[config.mk]
export PLATFORM = sky130hd
export DESIGN_NAME = rr_mux_arbiter
export DESIGN_NICKNAME = d
export VERILOG_FILES = /design/src/rtl/arb_pkg.sv /design/src/rtl/rr_priority_pick.sv /design/src/rtl/rr_mux_arbiter.sv
export SDC_FILE = /design/constraint.sdc
export NUM_CORES = 1
export LEC_CHECK = 0
export CORE_MARGIN = 2
export CORE_UTILIZATION = 56
export CTS_BUF_LIST = sky130_fd_sc_hd__clkbuf_16
export DETAILED_ROUTE_END_ITERATION = 10
export PLACE_DENSITY = 0.85
export SYNTH_ARGS = -nofsm -noshare
export SYNTH_HDL_FRONTEND = slang
export SYNTH_SLANG_ARGS = --single-unit
[constraint.sdc]
create_clock -name clk -period 2.9 [get_ports clk]
set_clock_uncertainty 0.2 [all_clocks]
set_input_delay 0.87 -clock clk [delete_from_list [all_inputs] [get_ports clk]]
set_output_delay 0.87 -clock clk [all_outputs]
set_load 0.02 [all_outputs]
[src/rtl/arb_pkg.sv]
// Shared definitions for the round-robin mux arbiter.
//   NUM_REQ / IDX_W : requester count and index width
//   arb_state_e     : controller states
//   idx_to_onehot   : index -> MSB-first one-hot (00 -> 1000, 11 -> 0001)
package arb_pkg;

    localparam int NUM_REQ = 4;
    localparam int IDX_W   = 2;

    typedef enum logic [1:0] {
        IDLE = 2'b00,
        OWN  = 2'b01,
        GAP  = 2'b10
    } arb_state_e;

    // Requester 0 sits on the MSB, so bit position is (NUM_REQ-1 - idx).
    function automatic logic [NUM_REQ-1:0] idx_to_onehot(input logic [IDX_W-1:0] idx);
        logic [NUM_REQ-1:0] oh;
        oh = '0;
        oh[IDX_W'(NUM_REQ-1) - idx] = 1'b1;
        return oh;
    endfunction

endpackage

[src/rtl/rr_priority_pick.sv]
// Combinational rotating-priority picker.
//   req     : MSB-first request lines (req[3] = requester 0)
//   pointer : requester holding highest priority this round
//   winner  : first requesting index searching pointer, pointer+1, ... mod 4
//   any_req : at least one request present
module rr_priority_pick
    import arb_pkg::*;
(
    input  logic [NUM_REQ-1:0] req,
    input  logic [IDX_W-1:0]   pointer,
    output logic [IDX_W-1:0]   winner,
    output logic               any_req
);

    logic [IDX_W-1:0] idx;

    // Scan from lowest priority to highest so the nearest requester to the
    // pointer is written last and wins.
    always_comb begin
        winner  = '0;
        idx     = '0;
        any_req = |req;
        for (int k = NUM_REQ-1; k >= 0; k--) begin
            idx = pointer + IDX_W'(k);
            if (req[IDX_W'(NUM_REQ-1) - idx])
                winner = idx;
        end
    end

endmodule

[src/rtl/rr_mux_arbiter.sv]
// Round-robin arbiter sharing one 4:1 mux between four requesters.
//   clk, reset  : clock, synchronous active-high reset
//   req         : MSB-first request lines (req[3] = requester 0)
//   done        : owner release, only honoured while granted
//   grant       : one-hot MSB-first grant, 0000 when none
//   grant_idx   : current/last owner index, drives mux select
//   grant_valid : a grant is active
//   timeout     : one-cycle pulse when ownership ended purely by MAX_HOLD
module rr_mux_arbiter
    import arb_pkg::*;
#(
    parameter int MAX_HOLD = 8,
    parameter int CNT_W    = 8
) (
    input  logic               clk,
    input  logic               reset,
    input  logic [NUM_REQ-1:0] req,
    input  logic               done,
    output logic [NUM_REQ-1:0] grant,
    output logic [IDX_W-1:0]   grant_idx,
    output logic               grant_valid,
    output logic               timeout
);

    arb_state_e         state, state_n;
    logic [IDX_W-1:0]   pointer, pointer_n;
    logic [CNT_W-1:0]   hold_cnt, hold_cnt_n;
    logic [NUM_REQ-1:0] grant_n;
    logic [IDX_W-1:0]   grant_idx_n;
    logic               grant_valid_n;
    logic               timeout_n;

    logic [IDX_W-1:0]   winner;
    logic               any_req;
    logic               owner_req;
    logic               hold_max;

    rr_priority_pick u_pick (
        .req     (req),
        .pointer (pointer),
        .winner  (winner),
        .any_req (any_req)
    );

    assign owner_req = req[IDX_W'(NUM_REQ-1) - grant_idx];
    assign hold_max  = (hold_cnt == CNT_W'(MAX_HOLD-1));

    always_ff @(posedge clk) begin
        if (reset) begin
            state       <= IDLE;
            pointer     <= '0;
            hold_cnt    <= '0;
            grant       <= '0;
            grant_idx   <= '0;
            grant_valid <= 1'b0;
            timeout     <= 1'b0;
        end else begin
            state       <= state_n;
            pointer     <= pointer_n;
            hold_cnt    <= hold_cnt_n;
            grant       <= grant_n;
            grant_idx   <= grant_idx_n;
            grant_valid <= grant_valid_n;
            timeout     <= timeout_n;
        end
    end

    always_comb begin
        state_n       = state;
        pointer_n     = pointer;
        hold_cnt_n    = hold_cnt;
        grant_n       = grant;
        grant_idx_n   = grant_idx;
        grant_valid_n = grant_valid;
        timeout_n     = 1'b0;
        case (state)
            IDLE, GAP: begin
                // GAP arbitrates like IDLE; its one-cycle duration is what
                // keeps the mux select from moving under a live owner.
                if (any_req) begin
                    grant_n       = idx_to_onehot(winner);
                    grant_idx_n   = winner;
                    grant_valid_n = 1'b1;
                    hold_cnt_n    = '0;
                    state_n       = OWN;
                end else begin
                    state_n = IDLE;
                end
            end
            OWN: begin
                hold_cnt_n = hold_cnt + 1'b1;
                if (done || !owner_req || hold_max) begin
                    grant_n       = '0;
                    grant_valid_n = 1'b0;
                    pointer_n     = grant_idx + 1'b1;
                    state_n       = GAP;
                    // grant_idx is left alone so the select stays parked.
                    timeout_n     = hold_max && owner_req && !done;
                end
            end
            default: state_n = IDLE;
        endcase
    end

endmodule
==> flow_summary.json <==
{
  "wirelength_um": 2545,
  "synthAdderAreaFrac": 0.01220,
  "max-vdd-ir-drop_mv": 0.4906,
  "max_stage_delay_ns": 0.60,
  "fillers": 135,
  "multi_input_area_um2": 591.8,
  "layout.area.seq_um2": 400.4,
  "finalSetupViolations": 0,
  "drc_errors": 0,
  "hold_class": "reg2reg",
  "hold_violations": 0,
  "start_kind": "primary input",
  "clkTransAtPathRegs_ns": 0.06,
  "powerDensity_nw_per_um2": 556.8,
  "cts_resized": 0,
  "die_area_um2": 2191,
  "leakagePower_nw": 0.4370,
  "syn-mean-instance-area_um2": 8.845,
  "min_period_ns": 2.508,
  "initial_utilization": 0.5942,
  "core_area_um2": 1727,
  "seq_area_frac_synth": 0.3902,
  "htree_levels": 1,
  "portBuffers": 14,
  "dp.final_hpwl_um": 1691,
  "nets": 141,
  "grt_overflow_total": 0,
  "antenna_found_initial": 0,
  "drive_gt1_frac": 0.1374,
  "hold_buffers": 0,
  "timing.fmax_ghz": 0.3987,
  "boundaryPins": 15,
  "r2r_start": "hold_cnt[0]",
  "crit_path_top_delay_cell": "or4_4",
  "reg2reg_depth": 5,
  "grt_pass1_wl_um": 4008,
  "rsz0062_at_grt": "no",
  "netlist_area_um2": 1026,
  "postRouteAntennaNets": 0,
  "rows": 15,
  "worstMarginPinSlew_ns": 0.5164,
  "cts_tree": "done",
  "cp_top_family": "simple AND/OR/NAND/NOR gates",
  "period_share": 0.8649,
  "cts_root_buffer": "clkbuf_16",
  "critPathCaptureType": "flop",
  "slew_viol_final": 0,
  "outcome": "complete, no violations",
  "cp_max_fo": 6,
  "clock_sinks": 20,
  "total_power_mw": 0.7022,
  "vias_per_cell": 6.038,
  "critPathArrivalTime_ns": 2.48,
  "crit_chain": "clkdlybuf4s50_1 -> or4_4 -> a21oi_2 -> o21ai_1 -> a21oi_1",
  "muxShareOfSynthArea": 0.07317,
  "cts_buffer_depth": 2,
  "die_height_um": 46.81,
  "dr.max_layer_used": "met4",
  "globalplace.congestion": 0.8483,
  "finalSetupTns_ns": 0,
  "synth-xor-area-share": 0.008537,
  "critPathLaunch": "req[0]",
  "cts_setup_buffers": 0,
  "cp.depth": 5,
  "wl_met1_um": 1165,
  "synth-compound-area-share": 0.1902,
  "yosys_most_used_dff": "dfxtp_1",
  "wire_per_inst_um": 16.31,
  "crit_required_ns": 2.87,
  "yosys.area_share.simple": 0.2927,
  "insertion_delay_ns": 0.25,
  "track_usage": 0.2650,
  "vias": 942,
  "slew_headroom": 0.6550,
  "die_x_um": 46.81,
  "met2_length_um": 1210,
  "cts_buffers": 3,
  "synth_fp_nets": 124,
  "cap_violations": 0,
  "grt_max_degree": 25,
  "synth_top_family_by_area": "simple AND/OR/NAND/NOR gates",
  "synth_edf_count": 0,
  "yosys_warnings": 0,
  "antennaDiodeCount": 0,
  "dr.pass1.iters": 4,
  "wl_met3_um": 111,
  "ys_seq_elements": 20,
  "crit_type": "in2reg",
  "drtIter0Drc": 30,
  "synth_cell_types": 38,
  "holdPathStages": 2,
  "area_growth_pct": 22.93,
  "syn-instance-count": 116,
  "async_reset_ff_frac": 0,
  "crit_buf_inv": 1,
  "min_from": "hold_cnt[1]",
  "first_global_vias": 900
}
registers in the layout, indices dropped and copies added (netlist names):
signal	flops
grant_valid	1
grant_idx	2
timeout	1
state	2
grant	4
hold_cnt	8
pointer	2
tightest hold or removal path, cell delays in order, from the launching register on:
cell and delay (ns):
dfxtp_1 0.32, nand3_1 0.06, a21oi_1 0.05
worst paths after layout:
check / endpoint / slack (ns)
worst max-delay path: hold_cnt[4] / 0.39
worst min-delay path: hold_cnt[1] / 0.29
worst max register to register: pointer[0] / 0.98
worst min register to register: hold_cnt[1] / 0.29
metrics by stage:
stage | worst slack, ns | hold slack, ns | utilization | instance area [um^2] | std cells
final | 0.3917 | 0.2866 | 0.7304 | 1261 | 156
after global routing | 0.3157 | 0.3127 | 0.7304 | 1261 | 156
after CTS | 0.4223 | 0.2836 | 0.7304 | 1261 | 156
after detailed placement | 0.1809 | 0.2763 | 0.6870 | 1186 | 153
after global placement | 0.2241 | 0.2714 | 0.6870 | 1186 | 153
after floorplan | 0.8299 | 0.2592 | - | 1026 | 116
layer usage:
layer,global-route usage,vias up
met2,0.4301,31
met3,0.05000,8
met1,0.3437,440
met4,0.1167,0
met5,0,-
li1,-,463
cells by family after synthesis:
group,after synthesis
buf+inv,6
fa+ha+maj,1
flops,20
simple gates,52
mux,7
compound gates,29
xor+xnor,1
final cells by class:
class                   count  area share
flip-flops and latches     20      0.3175
well taps                  25     0.02480
repair buffers             16      0.1230
multi-input cells          90      0.4692
clock buffers               3     0.05952
inverters                   2    0.005952
report_power, final:
group | internal (mW) | switching, mW | leakage (nW)
logic | 0.0554 | 0.0679 | 0.237
registers | 0.290 | 0.0146 | 0.163
clock network | 0.181 | 0.0929 | 0.0370
cells in the final DEF, fill, tap and decap left out, types with 2 or more instances in the layout:
cell type and n:
nand2_1 8, inv_1 2, clkdlybuf4s50_1 14, or3_1 2
o21ai_0 3, buf_4 2, dfxtp_1 20, clkbuf_16 3
nand3b_1 6, nor4_1 2, o32ai_1 4, nor2_1 12
nor3_1 2, nor2b_1 3, a21oi_1 12, nand3_1 4
o21ai_1 3, mux2i_1 3, nand4_1 2, mux2_2 4
nand2b_1 2
cell usage after synthesis, drive strengths merged, types with 3 or more instances:
cell type / number / share of area
dfxtp: 20 / 0.39
buf: 4 / 0.026
nand2: 9 / 0.040
mux2: 4 / 0.044
a21oi: 14 / 0.083
o32ai: 4 / 0.034
o21ai: 6 / 0.029
nand3b: 6 / 0.044
nor2b: 3 / 0.018
mux2i: 3 / 0.029
nor2: 12 / 0.044
nand3: 4 / 0.020
(Power assumes the default switching activity.)
==> patch, RTL diff (config.mk and constraints unchanged) <==
Put one more register stage on the output `timeout`, cleared by the reset. The value now appears one clock later. The other outputs are not delayed to match. Comments in the files are not updated.
--- a/src/rtl/rr_mux_arbiter.sv
+++ b/src/rtl/rr_mux_arbiter.sv
@@ -21,6 +21,8 @@
     output logic               grant_valid,
     output logic               timeout
 );
+
+    logic timeout_s0;
 
     arb_state_e         state, state_n;
     logic [IDX_W-1:0]   pointer, pointer_n;
@@ -53,7 +55,7 @@
             grant       <= '0;
             grant_idx   <= '0;
             grant_valid <= 1'b0;
-            timeout     <= 1'b0;
+            timeout_s0  <= 1'b0;
         end else begin
             state       <= state_n;
             pointer     <= pointer_n;
@@ -61,7 +63,7 @@
             grant       <= grant_n;
             grant_idx   <= grant_idx_n;
             grant_valid <= grant_valid_n;
-            timeout     <= timeout_n;
+            timeout_s0  <= timeout_n;
         end
     end
 
@@ -102,4 +104,12 @@
         endcase
     end
 
+    always_ff @(posedge clk) begin
+        if (reset) begin
+            timeout <= '0;
+        end else begin
+            timeout <= timeout_s0;
+        end
+    end
+
 endmodule
Check against the original RTL: not equivalent (Yosys sat finds a counterexample within 10 cycles, from zero or initial values and one cycle with reset high).
==> patch against the original RTL <==
Sequential cell count up 1; worst setup slack worse by 0.11 ns; register-to-register slack got worse by 0.26 ns; wire length fell by 6.6%; sequential share of layout area increased by 0.16 points; area after synthesis grew 1.2%; fmax shrank 4.1%; critical path depth up 2; power grew 4.8%; design area is 4.5% higher; core utilization is 3.3 points higher; count of clock-buffer cells in the layout did not move; die area is 1.1% higher; largest power group unchanged.
==> patch: results (changes against the original RTL) <==
Routing
  • Number of DRC markers in iteration 0: 27 (was 30)
  • Post-detailed-route via-to-cell ratio: 5.646 (was 6.038)
  • Detailed-routing iteration count for the pre-antenna-repair pass: 4 (unchanged)
  • Final routed wire length divided by cell count: 14.49 um (was 16.31 um)

CTS
  • Cts repair resizes: 0 (unchanged)
  • Number of levels in the clock H-tree: 1 (unchanged)
  • Cts bufs inserted: 3 (unchanged)
  • Clock latency at the later pin of the worst-skew pair: 0.25 ns (about the same)
  • CTS max path bufs: 2 (unchanged)
  • Clock Tree Root: clkbuf_16 (unchanged)
  • Setup Fix Bufs, Post-CTS: 0 (unchanged)
  • Clock-pin slew of the registers on the worst-case setup and hold paths: 0.06 ns (about the same)

GRT
  • Antenna violations before repair: 0 (unchanged)
  • Largest net degree at the start of global routing: 26 (was 25)
  • Tot GR Track Use: 0.2453 (was 0.2650)
  • Via count of the first global-routing pass: 802 (was 900)
  • First-pass GRT wire length: 3567 um (was 4008 um)

Placed design
  • GP Congestion: 0.8225 (was 0.8483)
  • Placement-stage cell area: 1235 um^2 (was 1186 um^2)
  • Quantity of I/O buffers inserted on ports: 14 (unchanged)
  • HPWL after DPL: 1720 um (was 1691 um)

Yosys
  • Area contributors post-synth: dfxtp_1 (40%), a21oi_1 (5.8%), nor2_1 (4.3%) (was dfxtp_1 (39%), a21oi_1 (5.9%), mux2_2 (4.4%))
  • Syn. warnings: 0 (unchanged)
  • Post-synth top cells: dfxtp_1 (21), a21oi_1 (12), nor2_1 (12) (was dfxtp_1 (20), a21oi_1 (12), nor2_1 (12))
  • Fraction of synthesis flops using an asynchronous set or reset pin: 0 (unchanged)
  • Syn Nets: 129 (was 124)
  • Register area share after synthesis: 0.4048 (was 0.3902)
  • Distinct cell type count after synthesis: 34 (was 38)

Cells and area
  • Antenna diode count: 0 (unchanged)
  • Share of post-route cells with drive strength above 1: 0.1439 (was 0.1374)
  • Layout net count: 148 (was 141)
  • Largest regs: hold_cnt x8, grant x4 (unchanged)
  • Number of fill cells in the layout: 126 (was 135)

Hold path
  • Kind of path behind the tightest hold check: reg2reg (unchanged)

Critical path
  • Data arrival time of the worst path: 2.56 ns (was 2.48 ns)
  • Cell at the slowest stage of the critical path: clkdlybuf4s50_1 (was or4_4)
  • Maximum fanout encountered on the critical timing path: 8 (was 6)
  • Critical Path Max Stage Delay: 0.42 ns (was 0.60 ns)

Pwr
  • Max IR drop VDD: 449.2 uV (was 490.6 uV)
  • Leak Pwr: 0.4710 nW (was 0.4370 nW)

Status
  • Result of the run: completed (unchanged)

Timing
  • Max transition margin: 0.7562 (was 0.6550)
==> patch: power by group <==
| group | switching (mW) | internal (mW) |
|---|---|---|
| clock network | 0.109 | 0.187 |
| logic | 0.0643 | 0.0595 |
| registers | 0.0137 | 0.303 |
==> patch: worst paths after layout <==
path                endpoint  cells past startpoint         from  slack, ns
setup reg to reg  pointer[0]                      4  hold_cnt[3]       0.72
hold / removal       timeout                      1   timeout_s0       0.26
setup / recovery  pointer[0]                      7       req[2]       0.28
hold reg to reg      timeout                      1   timeout_s0       0.26
==> patch: through the flow <==
| stage | instances | hold WS (ns) | util | total power [mW] | setup WS [ns] |
|---|---|---|---|---|---|
| 2_1_floorplan | 121 | 0.2138 | - | 0.3974 | 0.6532 |
| 3_3_place_gp | 160 | 0.2322 | 0.7152 | 0.4409 | 0.09303 |
| 3_5_place_dp | 160 | 0.2459 | 0.7152 | 0.4456 | 0.05594 |
| 4_1_cts | 164 | 0.2603 | 0.7630 | 0.7408 | 0.3072 |
| 5_1_grt | 164 | 0.2675 | 0.7630 | 0.7650 | 0.2540 |
| 6_report | 164 | 0.2569 | 0.7630 | 0.7362 | 0.2836 |
==> patch: cells by family after synthesis <==
family | after synthesis | share of synthesized area
simple gates | 55 | 0.2916
buf+inv | 8 | 0.03011
compound gates | 28 | 0.1735
mux | 7 | 0.07952
xor+xnor | 1 | 0.008435
fa+ha+maj | 1 | 0.01205
flops | 21 | 0.4048
==> patch: area by class of cell <==
type,count,area share
multi-input cells,92,0.4454
well taps,25,0.02374
flip-flops and latches,21,0.3191
inverters,1,0.002849
clock buffers,3,0.05698
clock inverters,1,0.005698
repair buffers,21,0.1462
==> patch: metal layers <==
metal / up-vias / share of wire / global-route usage / routed length (um)
met4: 0 / 0.025 / 0.1333 / 60
met3: 6 / 0.035 / 0.1038 / 84
li1: 471 / - / - / -
met5: - / 0 / 0 / 0
met1: 435 / 0.46 / 0.2861 / 1090
met2: 14 / 0.48 / 0.3808 / 1141
==> patch: worst max-delay path, delay by kind of cell <==
| family | cells | cell delay (ns) |
|---|---|---|
| buffers and inverters | 3 | 0.75 |
| multiplexers | 2 | 0.54 |
| AO/OA/AOI/OAI | 2 | 0.41 |
